### config.mk
export PLATFORM = sky130hd
export DESIGN_NAME = gray_axis_video_tx
export DESIGN_NICKNAME = d
export VERILOG_FILES = /design/src/rtl/video_pkg.sv /design/src/rtl/gray_axis_skid_fifo.sv /design/src/rtl/gray_axis_video_tx.sv
export SDC_FILE = /design/constraint.sdc
export NUM_CORES = 1
export LEC_CHECK = 0
export ABC_CLOCK_PERIOD_IN_PS = 2600
export CAP_MARGIN = 20
export CORE_MARGIN = 4
export CORE_UTILIZATION = 58
export CTS_CLUSTER_DIAMETER = 80
export DETAILED_ROUTE_END_ITERATION = 6
export PLACE_DENSITY = 0.82
export REMOVE_ABC_BUFFERS = 1
export SLEW_MARGIN = 20
export SYNTH_ARGS = -nofsm -noshare
export SYNTH_HDL_FRONTEND = slang
export SYNTH_HIERARCHICAL = 1
export SYNTH_SLANG_ARGS = --single-unit
### constraint.sdc
create_clock -name clk -period 2.6 [get_ports clk]
set_clock_uncertainty 0.15 [all_clocks]
set_input_delay 0.26 -clock clk [delete_from_list [all_inputs] [get_ports clk]]
set_output_delay 0.26 -clock clk [all_outputs]
set_load 0.02 [all_outputs]
### src/rtl/video_pkg.sv
// Shared types and constants for the gray -> AXI4-Stream video output path.
package video_pkg;

    localparam int unsigned GRAY_WIDTH_DEF = 8;
    localparam int unsigned AXI_WIDTH_DEF  = 24;

    // Byte lane offsets inside the packed 24-bit video beat
    localparam int unsigned R_LSB = 0;
    localparam int unsigned G_LSB = 8;
    localparam int unsigned B_LSB = 16;

    // Colour used to flag over-threshold pixels when the overlay is built in
    localparam logic [23:0] OVL_COLOR = 24'h00FF00;

    // One buffered beat: packed pixel plus framing flags decided at accept time
    typedef struct packed {
        logic [23:0] data;
        logic        tuser;
        logic        tlast;
        logic        eof;
    } fifo_entry_t;

    localparam int unsigned ENTRY_WIDTH = $bits(fifo_entry_t);

    // Replicate one gray byte into all three colour lanes
    function automatic logic [23:0] replicate_gray(input logic [7:0] g);
        logic [23:0] p;
        p              = '0;
        p[R_LSB +: 8]  = g;
        p[G_LSB +: 8]  = g;
        p[B_LSB +: 8]  = g;
        return p;
    endfunction

endpackage

### src/rtl/gray_axis_skid_fifo.sv
// Two-entry FIFO that decouples the pixel input from AXI backpressure.
// Pushes into a full FIFO and pops from an empty one are ignored.
module gray_axis_skid_fifo
    import video_pkg::*;
(
    input  logic        clk,
    input  logic        rst_n,
    input  logic        push,
    input  logic        pop,
    input  fifo_entry_t wr_entry,
    output fifo_entry_t head,
    output logic [1:0]  count
);

    logic [ENTRY_WIDTH-1:0] mem [2];
    logic                   wr_ptr;
    logic                   rd_ptr;
    logic                   do_push;
    logic                   do_pop;

    assign do_push = push && (count != 2'd2);
    assign do_pop  = pop && (count != 2'd0);
    assign head    = fifo_entry_t'(mem[rd_ptr]);

    // Storage, pointers and occupancy; reset discards any buffered beats
    always_ff @(posedge clk or negedge rst_n) begin
        if (!rst_n) begin
            mem[0] <= '0;
            mem[1] <= '0;
            wr_ptr <= 1'b0;
            rd_ptr <= 1'b0;
            count  <= 2'd0;
        end else begin
            if (do_push) begin
                mem[wr_ptr] <= wr_entry;
                wr_ptr      <= ~wr_ptr;
            end
            if (do_pop) begin
                rd_ptr <= ~rd_ptr;
            end
            if (do_push && !do_pop) begin
                count <= count + 2'd1;
            end else if (do_pop && !do_push) begin
                count <= count - 2'd1;
            end
        end
    end

endmodule

### src/rtl/gray_axis_video_tx.sv
// Gray pixel -> AXI4-Stream video transmitter with SOF (tuser) / EOL (tlast) framing.
// Optional build macro LANE_OVERLAY_EN: pixels >= OVL_THRESHOLD are sent as pure green.
module gray_axis_video_tx
    import video_pkg::*;
#(
    parameter int unsigned AXI_WIDTH     = AXI_WIDTH_DEF,
    parameter int unsigned GRAY_WIDTH    = GRAY_WIDTH_DEF,
    parameter int unsigned FRAME_WIDTH   = 640,
    parameter int unsigned FRAME_HEIGHT  = 480,
    parameter int unsigned OVL_THRESHOLD = 200
) (
    input  logic                  clk,
    input  logic                  rst_n,
    input  logic [GRAY_WIDTH-1:0] gray_pixel,
    input  logic                  valid,
    output logic                  ready,
    output logic [AXI_WIDTH-1:0]  m_axis_video_tdata,
    output logic                  m_axis_video_tvalid,
    input  logic                  m_axis_video_tready,
    output logic                  m_axis_video_tuser,
    output logic                  m_axis_video_tlast,
    output logic                  frame_done
);

    localparam int unsigned COL_W = (FRAME_WIDTH > 1) ? $clog2(FRAME_WIDTH) : 1;
    localparam int unsigned ROW_W = (FRAME_HEIGHT > 1) ? $clog2(FRAME_HEIGHT) : 1;
    localparam logic [COL_W-1:0] COL_MAX = COL_W'(FRAME_WIDTH - 1);
    localparam logic [ROW_W-1:0] ROW_MAX = ROW_W'(FRAME_HEIGHT - 1);

    logic [COL_W-1:0] col;
    logic [ROW_W-1:0] row;
    logic             init_done;
    logic [1:0]       count;
    logic             accept;
    logic             transfer;
    logic             col_last;
    logic             row_last;
    logic [7:0]       gray8;
    fifo_entry_t      new_entry;
    fifo_entry_t      head;

    // ready stays low until the first edge after reset release
    assign ready               = init_done && (count != 2'd2);
    assign m_axis_video_tvalid = (count != 2'd0);
    assign accept              = valid && ready;
    assign transfer            = m_axis_video_tvalid && m_axis_video_tready;
    assign col_last            = (col == COL_MAX);
    assign row_last            = (row == ROW_MAX);

    // Narrow or widen the incoming pixel to one byte, keeping the MSBs
    if (GRAY_WIDTH >= 8) begin : g_gray_msb
        assign gray8 = gray_pixel[GRAY_WIDTH-1 -: 8];
    end else begin : g_gray_pad
        assign gray8 = {gray_pixel, {(8 - GRAY_WIDTH){1'b0}}};
    end

    // Pack the pixel and decide its framing flags at accept time
    always_comb begin
        new_entry.data = replicate_gray(gray8);
`ifdef LANE_OVERLAY_EN
        if (gray_pixel >= GRAY_WIDTH'(OVL_THRESHOLD)) begin
            new_entry.data = OVL_COLOR;
        end
`endif
        new_entry.tuser = (col == '0) && (row == '0);
        new_entry.tlast = col_last;
        new_entry.eof   = col_last && row_last;
    end

    // One-shot flag that opens the input after reset
    always_ff @(posedge clk or negedge rst_n) begin
        if (!rst_n) begin
            init_done <= 1'b0;
        end else begin
            init_done <= 1'b1;
        end
    end

    // Column/row position of the next accepted pixel
    always_ff @(posedge clk or negedge rst_n) begin
        if (!rst_n) begin
            col <= '0;
            row <= '0;
        end else if (accept) begin
            if (col_last) begin
                col <= '0;
                row <= row_last ? '0 : row + ROW_W'(1);
            end else begin
                col <= col + COL_W'(1);
            end
        end
    end

    // Pulse the cycle after the final beat of a frame leaves
    always_ff @(posedge clk or negedge rst_n) begin
        if (!rst_n) begin
            frame_done <= 1'b0;
        end else begin
            frame_done <= transfer && head.eof;
        end
    end

    gray_axis_skid_fifo u_fifo (
        .clk      (clk),
        .rst_n    (rst_n),
        .push     (accept),
        .pop      (transfer),
        .wr_entry (new_entry),
        .head     (head),
        .count    (count)
    );

    // Drive the stream from the FIFO head; idle bus reads as zero
    always_comb begin
        m_axis_video_tdata        = '0;
        m_axis_video_tuser        = 1'b0;
        m_axis_video_tlast        = 1'b0;
        if (m_axis_video_tvalid) begin
            m_axis_video_tdata[23:0] = head.data;
            m_axis_video_tuser       = head.tuser;
            m_axis_video_tlast       = head.tlast;
        end
    end

endmodule
After elaboration in Yosys (flattened, before gate mapping)
Index checks and enable logic that the tools add are counted.
Operators by class
  add/sub/neg operators: 4
  magnitude comparators: 3
  equal/unequal tests: 3
  mux-type cells: 13
  bitwise gates (word level): 4
  reductions and logical operators: 18
Operators by type and width (count)
  27-bit two-way mux: 4
  54-bit bitwise mux: 1
  27-bit demux with 1-bit select: 1
  24-bit two-way mux: 1
  1-bit logical AND: 11
  10-bit by 1-bit adder with 10-bit output (second input constant): 1
  10-bit == test (second input constant): 1
  10-bit zero test: 1
  10-bit two-way mux: 1
  9-bit by 1-bit adder with 9-bit output (second input constant): 1
  9-bit == test (second input constant): 1
  9-bit zero test: 1
  9-bit two-way mux: 1
  2-bit greater-or-equal comparator (second input constant): 2
  2-bit two-way mux: 2
  1-bit NOT with 2-bit output: 2
  2-bit nonzero test: 2
  2-bit by 1-bit adder with 2-bit output (second input constant): 1
  1-bit zero test: 2
  2-bit by 1-bit less-than comparator with 1-bit output (second input constant): 1
  1-bit two-way mux: 2
  2-bit inequality test (second input constant): 1
  1-bit NOT: 2
  2-bit AND reduction: 1
  2-bit by 1-bit subtractor with 2-bit output (second input constant): 1
Word-level totals
  flip-flop bits (word level): 79
  input bits: 12
  output and inout bits: 29
  logic and storage cells: 54

Depth between registers and ports, before layout
  word-level depth: 8
  gate-level depth with buffers: 8
  gate-level depth less buffers: 7

Cells and area by module
The synthesis kept the hierarchy.
By module, submodules not included
  gray_axis_skid_fifo: instances 1, cells each 160, area each 2737.6 µm², sequential area each 1451.4 µm²
  gray_axis_video_tx: instances 1, cells each 146, area each 1365.1 µm², sequential area each 525.5 µm²

Least setup slack after synthesis
OpenSTA, ideal clock, no wires.
  path kind: reg-to-reg
  from: reg u_fifo.count[1]
  to: reg u_fifo/mem[27] (netlist bit)
  setup time: 0.125 ns
  arrival: 1.742 ns
  data required time: 2.325 ns
  setup slack: 0.583 ns
  stages on the path, launching flop included: 7
  buffers on the path: 2
  period minus slack after synthesis: 2.017 ns
  cells stage by stage: dfrtp_1 nor2b_1 nor2_1 and3b_1 buf_6 buf_12 mux2_4
On the way
  word-level cells in the longest chain between the ends: 4
Ends and longest elaborated chain
  start, declared: RTL line gray_axis_skid_fifo.sv:12  | output logic [1:0] count
  start signal, assigned: RTL line gray_axis_skid_fifo.sv:42  | count <= count + 2'd1;
  start signal, assigned: RTL line gray_axis_skid_fifo.sv:44  | count <= count - 2'd1;
  2-bit inequality test: RTL line gray_axis_video_tx.sv:43  | assign ready = init_done && (count != 2'd2);
  1-bit logical AND: RTL line gray_axis_video_tx.sv:43
  1-bit logical AND: RTL line gray_axis_video_tx.sv:45  | assign accept = valid && ready;
  via accept: RTL line gray_axis_video_tx.sv:34  | logic accept;
  1-bit logical AND: RTL line gray_axis_skid_fifo.sv:21  | assign do_push = push && (count != 2'd2);
  end signal, assigned by index: RTL line gray_axis_skid_fifo.sv:35  | mem[wr_ptr] <= wr_entry;
  end, declared: RTL line gray_axis_skid_fifo.sv:15  | logic [ENTRY_WIDTH-1:0] mem [2];
The timed path passes the listed nets, and every way through them passes these cells.
A chain may end at the register's enable or synchronous reset.

==> key figures <==
Global routing
  • GRT Util Overall: 0.191
  • GRT overflow: 0
  • Global-route wire length before repair: 12700 um
  • Initial antenna violation count: 0
  • Largest net degree at the start of global routing: between 40 and 50
  • Vias in the first global route: 2541

Yosys
  • Synth area leaders: dfrtp_1 48%, mux2_4 15%, mux2_2 12%
  • Post-synth cell types: 44
  • Share of flip-flops with an asynchronous set or reset: 1.00
  • Yosys top cell by area: dfrtp_1
  • Post-Synthesis Mean Instance Area: approximately 13 um2
  • Number of synthesized register bits: 79
  • Post-synth top flop: dfrtp_1
  • Top-area cell type share of the netlist area: 0.482
  • EDFF count, synth: 0
  • Mapped Area: 0.00410 mm2
  • YS warnings: 6
  • Mapped Cells: 306
  • Seq/Total Area, Yosys: 0.482

Pwr
  • Clk pwr share: 0.190
  • Power Dens Cells: 1220 mW/mm2
  • Combinational power share: 0.468
  • Sequential Power Share: 0.342
  • Switching portion of total power: 0.326
  • Max VDD drop: between 0.0007 and 0.0008 V
  • Net Switching: 1.90 mW
  • Static Leakage: 2.09 nW
  • Internal power: 3.93 mW

Routing
  • Starting DRT DRC Count: 165
  • WL/cell: 16.6 um
  • First-pass DRT Iterations: 4
  • Vias: roughly 2.5k
  • Post-route ant nets: 0
  • Remaining DRCs: 0
  • DRT Wirelength: ~7500 um
  • Via density: ~5.5

Floorplanning
  • Cell Rows: 30
  • Starting Density: 0.601
  • Die W: approximately 92 um
  • I/O pin cnt: 41
  • Die area: 0.00848 mm2
  • Core footprint: approximately 0.0068 mm2
  • Die Ht: between 90 and 100 um

CTS
  • H-tree depth: 3
  • Setup Buffers After CTS: 0
  • CTS sink cnt: 79
  • Clk root buf: clkbuf_8
  • TritonCTS clock tree: built
  • Clock slew at reported path FFs: 90 ps
  • CTS Buffer Depth: 2
  • Worst skew pair latency: 350 ps
  • Clock buffer count from CTS: 9

Setup path
  • Kind of critical path: flop to output port
  • Req. time, crit path: 2190 ps
  • Crit end category: output port
  • Worst EP arrival: 2090 ps
  • Critical Path Fanout Max: 21
  • Startpoint type of the worst setup path: flop

Placement
  • Cell count after placement: 433
  • Hpwl dp: between 4000 and 5000 um
  • Cell area after placement: about 0.0045 mm2
  • Port buffer count: 40
  • Routability cong.: 0.807

STA
  • Final period utilization: 0.962
  • Hold Vio Cnt, Final: 0
  • Final Critical Period: 2500 ps
  • Fmax: 400 MHz
  • RSZ-0062 raised after global routing: no
  • Worst rel slew slack: 0.630
  • Worst Max-Slew Pin Slew: 555 ps
  • Setup violations, final: 0
  • Pins Over Slew Limit: 0

Cells and area
  • Fin nets: about 370
  • Final Cell Area: 0.00479 mm2
  • ANT cells: 0
  • Finished Layout Cells: 450
  • Most frequent cells in the layout: 79 x dfrtp_1, 42 x mux2_2, 40 x mux2_4
  • Share of cells above drive strength 1: 0.328
  • Area grow syn2layout: 16.8%
  • Most common cell after layout, fill and taps aside: dfrtp_1

Run status
  • Status: finished, final reports clean

Job
  • Max-cap violations: 0

Min path
  • Hold Path Class: input port to async pin
flip-flops by register name, indices dropped and copies added (netlist names):
name / count
row: 9
u_fifo/rd_ptr: 1
u_fifo/count: 2
u_fifo/wr_ptr: 1
frame_done: 1
u_fifo/mem: 54
init_done: 1
col: 10
synthesized netlist by cell type (all sizes together), types with 2 or more instances:
| cell type | number |
|---|---|
| nor4b | 3 |
| clkbuf | 4 |
| dfrtp | 79 |
| o31ai | 7 |
| and3 | 7 |
| ha | 5 |
| nor4 | 3 |
| nor3 | 4 |
| and2 | 28 |
| xnor2 | 6 |
| o21ai | 9 |
| mux2i | 2 |
| nand3 | 13 |
| nand2b | 2 |
| o22ai | 2 |
| nor2 | 6 |
| inv | 5 |
| and4 | 2 |
| mux2 | 82 |
| buf | 11 |
| nor2b | 2 |
| xor2 | 6 |
| nand2 | 6 |
| nand4 | 3 |
timing repair:
item | 4_1_cts | 5_1_grt
hold endpoints to repair | 42 | 0
setup endpoints to repair | 0 | 8
gates resized for setup | 0 | 1
hold buffers | 1 | 0
stage by stage:
stage               power [mW]  setup WS (ps)  TNS, ps  utilization  hold slack, ps
floorplan                 3.75          -55.0     -385            -            -186
global placement          4.66            343        0        0.664             131
detailed placement        4.75            288        0        0.664             142
CTS                       5.89           26.8        0        0.701             286
global route              6.16           14.3        0        0.701             349
finish                    5.83           98.3        0        0.701             306
critical path, cell delays in order (launching register included):
cell             delay (ps)
dfrtp_1                 360
buf_4                   300
mux2_2                  390
and2_1                  140
clkdlybuf4s50_1         540
final cells by class:
class	count	area (um2)
fill	503	2040
inverter	5	18.8
tap	96	120
sequential	79	1980
multi-input combinational	207	1950
timing repair buffer	47	478
clock inverter	6	116
clock buffer	10	128
kinds of logic (layout without fill, tap and decap cells):
family | count (synthesis) | after routing | synth area share
other cells | 1 | 1 | 0.000914
simple gates | 83 | 83 | 0.126
compound gates | 22 | 22 | 0.0418
fa+ha+maj | 5 | 5 | 0.0152
xor+xnor | 12 | 12 | 0.0256
flops | 79 | 79 | 0.482
mux | 84 | 84 | 0.267
buf+inv | 20 | 68 | 0.0424
per-layer routing:
layer  part of all wire  wire length (um)  vias to the layer above  global-route usage
met5                  0                 0                        -                   0
li1                   -                 -                     1171                   -
met2               0.49              3640                       55               0.295
met3              0.025               189                        8              0.0320
met4              0.017               127                        0              0.0891
met1               0.47              3530                     1238               0.264
worst paths after layout:
| check | end | cells after the start | from | slack [ps] |
|---|---|---|---|---|
| max | m_axis_video_tdata[6] | 4 | u_fifo/rd_ptr | 100 |
| max reg2reg | u_fifo/count[1] | 7 | u_fifo/count[1] | 450 |
| min | u_fifo/mem[49] | 2 | rst_n | 310 |
| min in group clk | frame_done | 2 | m_axis_video_tready | 350 |
| max in group asynchronous | u_fifo/mem[27] | 3 | rst_n | 1380 |
| min reg2reg | col[8] | 1 | col[8] | 350 |
power by group through the flow:
stage / combinational [mW] / sequential (mW) / clock (mW)
after floorplan: 1.79 / 1.96 / 0
after global routing: 2.92 / 2.05 / 1.19
final: 2.73 / 1.99 / 1.11
after global placement: 2.68 / 1.98 / 0
after detailed placement: 2.75 / 2.00 / 0
after CTS: 2.77 / 1.99 / 1.14
Note: power is estimated with default switching activity, not from simulation.
==> RTL change 1: new RTL, same flow settings <==
Build with the macro `LANE_OVERLAY_EN` defined.
--- a/src/rtl/gray_axis_video_tx.sv
+++ b/src/rtl/gray_axis_video_tx.sv
@@ -1,5 +1,7 @@
 // Gray pixel -> AXI4-Stream video transmitter with SOF (tuser) / EOL (tlast) framing.
 // Optional build macro LANE_OVERLAY_EN: pixels >= OVL_THRESHOLD are sent as pure green.
+`define LANE_OVERLAY_EN
+
 module gray_axis_video_tx
     import video_pkg::*;
 #(
Function: changed (Yosys sat finds a counterexample within 4 cycles, from zero or initial values and one cycle with rst_n low).
==> RTL change 1 against the unedited design <==
- routed wire length is 7.7% higher
- non-clock buffer count is 2 higher
- critical path depth stayed put
- maximum frequency is 0.68% higher
- largest power group unchanged
- utilization is 0.074 points lower
- power is 6.1% lower
- critical path type unchanged
- synthesized area is 2.1% higher
- global-route usage is 1.1 points higher
- largest cell class is now multi-input combinational cells
- worst setup slack better by 17 ps
- cell area is 0.99% higher
- sequential cell count stayed put
- hold slack better by 10 ps
==> RTL change 1: results (changes against the unedited design) <==
status finished clean (unchanged); DRT Pass-1 Iters 4 (unchanged); Synth Warn # 6 (unchanged); grt met2 use 0.3179 (was 0.2950); LEAKAGE 2.101 nW (was 2.087 nW); vias in the first global route 2730 (was 2541); antenna violations before repair 0 (unchanged); largest net degree at the start of global routing 48 (was 44); DR WL met2 3897 um (was 3641 um); latest clock arrival within the worst-skew pair 350 ps (about the same); Inst Count DP 452 (was 433); GRT Total Usage 0.2025 (was 0.1911); Post-Syn Instances 326 (was 306); Initial Utilization 0.6065 (was 0.6005); Synth Area in Adders 0.01493 (was 0.01525); top cells by count, synth dfrtp_1, mux2_2, mux2_4, and2_1, nand3_1 (unchanged); Regs by FF count u_fifo/mem (54), col (10), row (9) (unchanged); WL/cell 17.20 um (was 16.64 um); worst-path maximum fanout 19 (was 21); met3 WL 215 um (was 189 um); met1 GRT Util 0.2853 (was 0.2637); Slew headroom 0.5575 (was 0.6302); mux cell area share after synthesis 0.2587 (was 0.2665); post-synth cell types 45 (was 44); input/output buffers 40 (unchanged); XOR/XNOR share of the synthesized area 0.02927 (was 0.02562); HPWL after detailed placement 5375 um (was 4867 um); asr flop ratio synth 1.000 (unchanged); TritonCTS Buffers 9 (unchanged); Non-Filler Instances 469 (was 450); H-tree depth 3 (unchanged); fill cell count 499 (was 503); Synth Flop Type dfrtp_1 (unchanged); VDD IR max 0.7283 mV (was 0.7094 mV); ANT cells 0 (unchanged); M1 wire length 3809 um (was 3531 um); crit path DAT 2070 ps (was 2090 ps); first-pass GRT wire length 13700 um (was 12740 um); GRT met3 Usage 0.02896 (was 0.03199); Clock Pin Slew Worst Setup and Hold Paths 90 ps (about the same); Max Used Layer met4 (unchanged); slowest stage cell, crit path clkdlybuf4s50_1 (unchanged); clock tree buffer depth 2 (unchanged); hold crit path type input port to async pin (unchanged); post-DR vias/cell 5.586 (was 5.493); complex-gate fraction of the synthesized area 0.02927 (was 0.04178); Post-CTS Setup Bufs 0 (unchanged); Seq/Total Area, Yosys 0.4719 (was 0.4819); initial DRC count 151 (was 165); CTS root buffer clkbuf_8 (unchanged); Placer Congestion 0.8112 (was 0.8074); NumNets Final 385 (was 366); biggest cell delay along the critical path 560 ps (was 540 ps); layout cell share with drive strength beyond 1 0.3003 (was 0.3277); top post-synthesis cells by area dfrtp_1, mux2_4, mux2_2 (unchanged)
==> RTL change 1: worst max-delay path, delay by kind of cell (launching register included) <==
kind | cells | cell delay (ps)
flops | 1 | 370
buf+inv | 2 | 850
mux | 1 | 380
simple gates | 1 | 140
==> RTL change 1: worst paths after layout <==
kind	to	from	cells after the start	slack (ps)
max reg2reg	u_fifo/count[1]	u_fifo/count[1]	8	220
max in group asynchronous	u_fifo/mem[44]	rst_n	3	1370
max	m_axis_video_tdata[18]	u_fifo/rd_ptr	4	120
min reg2reg	u_fifo/mem[26]	u_fifo/mem[26]	1	360
min in group clk	frame_done	m_axis_video_tready	2	360
min	col[5]	rst_n	2	320
==> RTL change 1: what timing repair did <==
item,in CTS,in global routing
setup endpoints to repair,0,10
hold buffers,1,0
hold endpoints to repair,46,0
gates resized for setup,0,1
==> RTL change 1: final cells by class <==
class / instances / area [sq um] / area share
Timing Repair Buffer: 49 / 505.5 / 0.1044
Inverter: 5 / 18.77 / 0.003878
Multi-Input combinational cell: 224 / 2039 / 0.4214
Clock buffer: 9 / 123.9 / 0.02559
Tap cell: 96 / 120.1 / 0.02482
Sequential cell: 79 / 1977 / 0.4085
Clock inverter: 7 / 55.05 / 0.01138
==> RTL change 1: metrics by stage <==
stage                       util  instance area [sq um]  TNS, ps  setup slack, ps
after global routing      0.7007                   4840        0            25.92
after global placement    0.6730                   4648        0            360.6
after detailed placement  0.6730                   4648        0            242.3
after CTS                 0.7004                   4837        0            26.35
final                     0.7007                   4840        0            115.2
after floorplan                -                   4033    -1613           -80.58
==> RTL change 1: report_power, final <==
part           internal (W)  switching, W  total, W
Clock              0.000355      0.000478  0.000833
Combinational       0.00155       0.00113   0.00268
Sequential          0.00166      0.000298   0.00196
==> RTL change 2: new RTL, same settings <==
Made on the original files. Make the reset (`rst_n`) synchronous in 4 clocked blocks.
--- a/src/rtl/gray_axis_skid_fifo.sv
+++ b/src/rtl/gray_axis_skid_fifo.sv
@@ -23,7 +23,7 @@
     assign head    = fifo_entry_t'(mem[rd_ptr]);
 
     // Storage, pointers and occupancy; reset discards any buffered beats
-    always_ff @(posedge clk or negedge rst_n) begin
+    always_ff @(posedge clk) begin
         if (!rst_n) begin
             mem[0] <= '0;
             mem[1] <= '0;
--- a/src/rtl/gray_axis_video_tx.sv
+++ b/src/rtl/gray_axis_video_tx.sv
@@ -68,7 +68,7 @@
     end
 
     // One-shot flag that opens the input after reset
-    always_ff @(posedge clk or negedge rst_n) begin
+    always_ff @(posedge clk) begin
         if (!rst_n) begin
             init_done <= 1'b0;
         end else begin
@@ -77,7 +77,7 @@
     end
 
     // Column/row position of the next accepted pixel
-    always_ff @(posedge clk or negedge rst_n) begin
+    always_ff @(posedge clk) begin
         if (!rst_n) begin
             col <= '0;
             row <= '0;
@@ -92,7 +92,7 @@
     end
 
     // Pulse the cycle after the final beat of a frame leaves
-    always_ff @(posedge clk or negedge rst_n) begin
+    always_ff @(posedge clk) begin
         if (!rst_n) begin
             frame_done <= 1'b0;
         end else begin
Check against the original RTL: differs if rst_n is asserted again (counterexample within 4 cycles, from zero or initial values and one cycle with rst_n low); with rst_n held inactive, the same outputs for 4 cycles.
==> RTL change 2 against the unedited design <==
- worst setup slack improved by 14 ps
- non-clock buffer count rose by 3
- sequential cell count rose by 1
- cell area fell by 4.9%
- synthesized area fell by 5.3%
- routed wire length rose by 1.9%
- synthesized cell count rose by 21%
Power is not compared: it rests on default switching activity, and its combinational part moved more than twofold at a synthesized area within 25%.
==> RTL change 2: results (changes against the unedited design) <==
max FFs per register 54 (unchanged); R2R Path Start u_fifo/count[1] (unchanged); first-pass GRT wire length 12940 um (was 12740 um); top cells by count, synth nor2_1, edfxtp_1, nand2_1, and2_1, mux2_2 (was dfrtp_1, mux2_2, mux2_4, and2_1, nand3_1); Clock Pin Slew Worst Setup and Hold Paths 70 ps (was 90 ps); hold crit path type register to register (was input port to async pin); Placer Congestion 0.8641 (was 0.8074); routed vias 2821 (was 2472); Seq/Total Area, Yosys 0.5512 (was 0.4819); vias in the first global route 2731 (was 2541); NumNets Final 430 (was 366); largest net degree at the start of global routing 29 (was 44); top post-synthesis cells by area edfxtp_1, dfxtp_1, mux2_2 (was dfrtp_1, mux2_4, mux2_2); hold path startpoint row[0]; fmax 402.1 MHz (was 399.7 MHz); DRC Markers 0 (unchanged); Post-Place Setup Slack 423.7 ps (was 288.4 ps); WL/cell 15.42 um (was 16.64 um); Worst Hold Depth 2; Placed Area 0.004392 sq mm (was 0.004536 sq mm); Post-synth EDFFs 54 (was 0); status finished clean (unchanged); clock tree buffer depth 2 (unchanged); H-tree depth 3 (unchanged); post-synth cell types 43 (was 44); HPWL after detailed placement 5114 um (was 4867 um); Worst Hold Path EP row[0]; layout cell share with drive strength beyond 1 0.1459 (was 0.3277); input/output buffers 40 (unchanged); Slew @ Worst Pin 356.2 ps (was 554.6 ps); GRT Total Usage 0.1966 (was 0.1911); latest clock arrival within the worst-skew pair about 340 ps; asr flop ratio synth 0 (was 1.000); final hold violation count 0 (unchanged); R2R cell count 6 (was 7); CTS root buffer clkbuf_8 (unchanged); worst-path maximum fanout 19 (was 21); initial DRC count 130 (was 165); reg-to-reg endpoint u_fifo/count[1] (unchanged); Worst Setup SP u_fifo/count[1] (was u_fifo/rd_ptr); r2r setup slk 460 ps; CP endpoint m_axis_video_tdata[3] (was m_axis_video_tdata[6])
[RTL change 2: final cells by class]
cell class	instances	area, sq um
Sequential cell	80	2143
Fill cell	469	1864
Multi-Input combinational cell	264	1623
Timing Repair Buffer	50	500.5
Clock buffer	10	127.6
Tap cell	77	96.34
Clock inverter	6	37.54
Inverter	8	30.03
[RTL change 2: logic make-up after synthesis]
| group | count (synthesis) | share of synthesized area |
|---|---|---|
| adder cells (fa/ha/maj) | 5 | 0.01610 |
| AND/OR/NAND/NOR | 191 | 0.2469 |
| flip-flops | 80 | 0.5512 |
| AO/OA/AOI/OAI | 32 | 0.05602 |
| buffers and inverters | 26 | 0.03123 |
| multiplexers | 27 | 0.07824 |
| XOR/XNOR | 9 | 0.02028 |
[RTL change 2: critical path: stages (launching register included)]
cell,delay (ps)
dfxtp_1,450
or2_2,270
buf_4,240
and2_1,160
clkdlybuf4s50_1,620
[RTL change 2: per-layer routing]
metal / vias to the layer above / track usage / routed length [um]
met5: - / 0 / 0
met4: 0 / 0.06633 / 71
met3: 8 / 0.03673 / 329
met2: 75 / 0.3590 / 3995
met1: 1355 / 0.2324 / 3234
li1: 1383 / - / -
[RTL change 2: metrics by stage]
| stage | power (W) | hold slack (ps) | cells |
|---|---|---|---|
| finish | 0.003045 | 359.1 | 495 |
| detailed placement | 0.002309 | 358.7 | 479 |
| global route | 0.003189 | 408.4 | 495 |
| CTS | 0.003074 | 369.2 | 495 |
| floorplan | 0.001958 | 137.7 | 352 |
| global placement | 0.002277 | 352.6 | 479 |
[RTL change 2: power breakdown]
part	switching, W	internal [W]
sequential	0.0000441	0.00146
combinational	0.000409	0.000359
clock	0.000431	0.000341
total	0.000884	0.00216
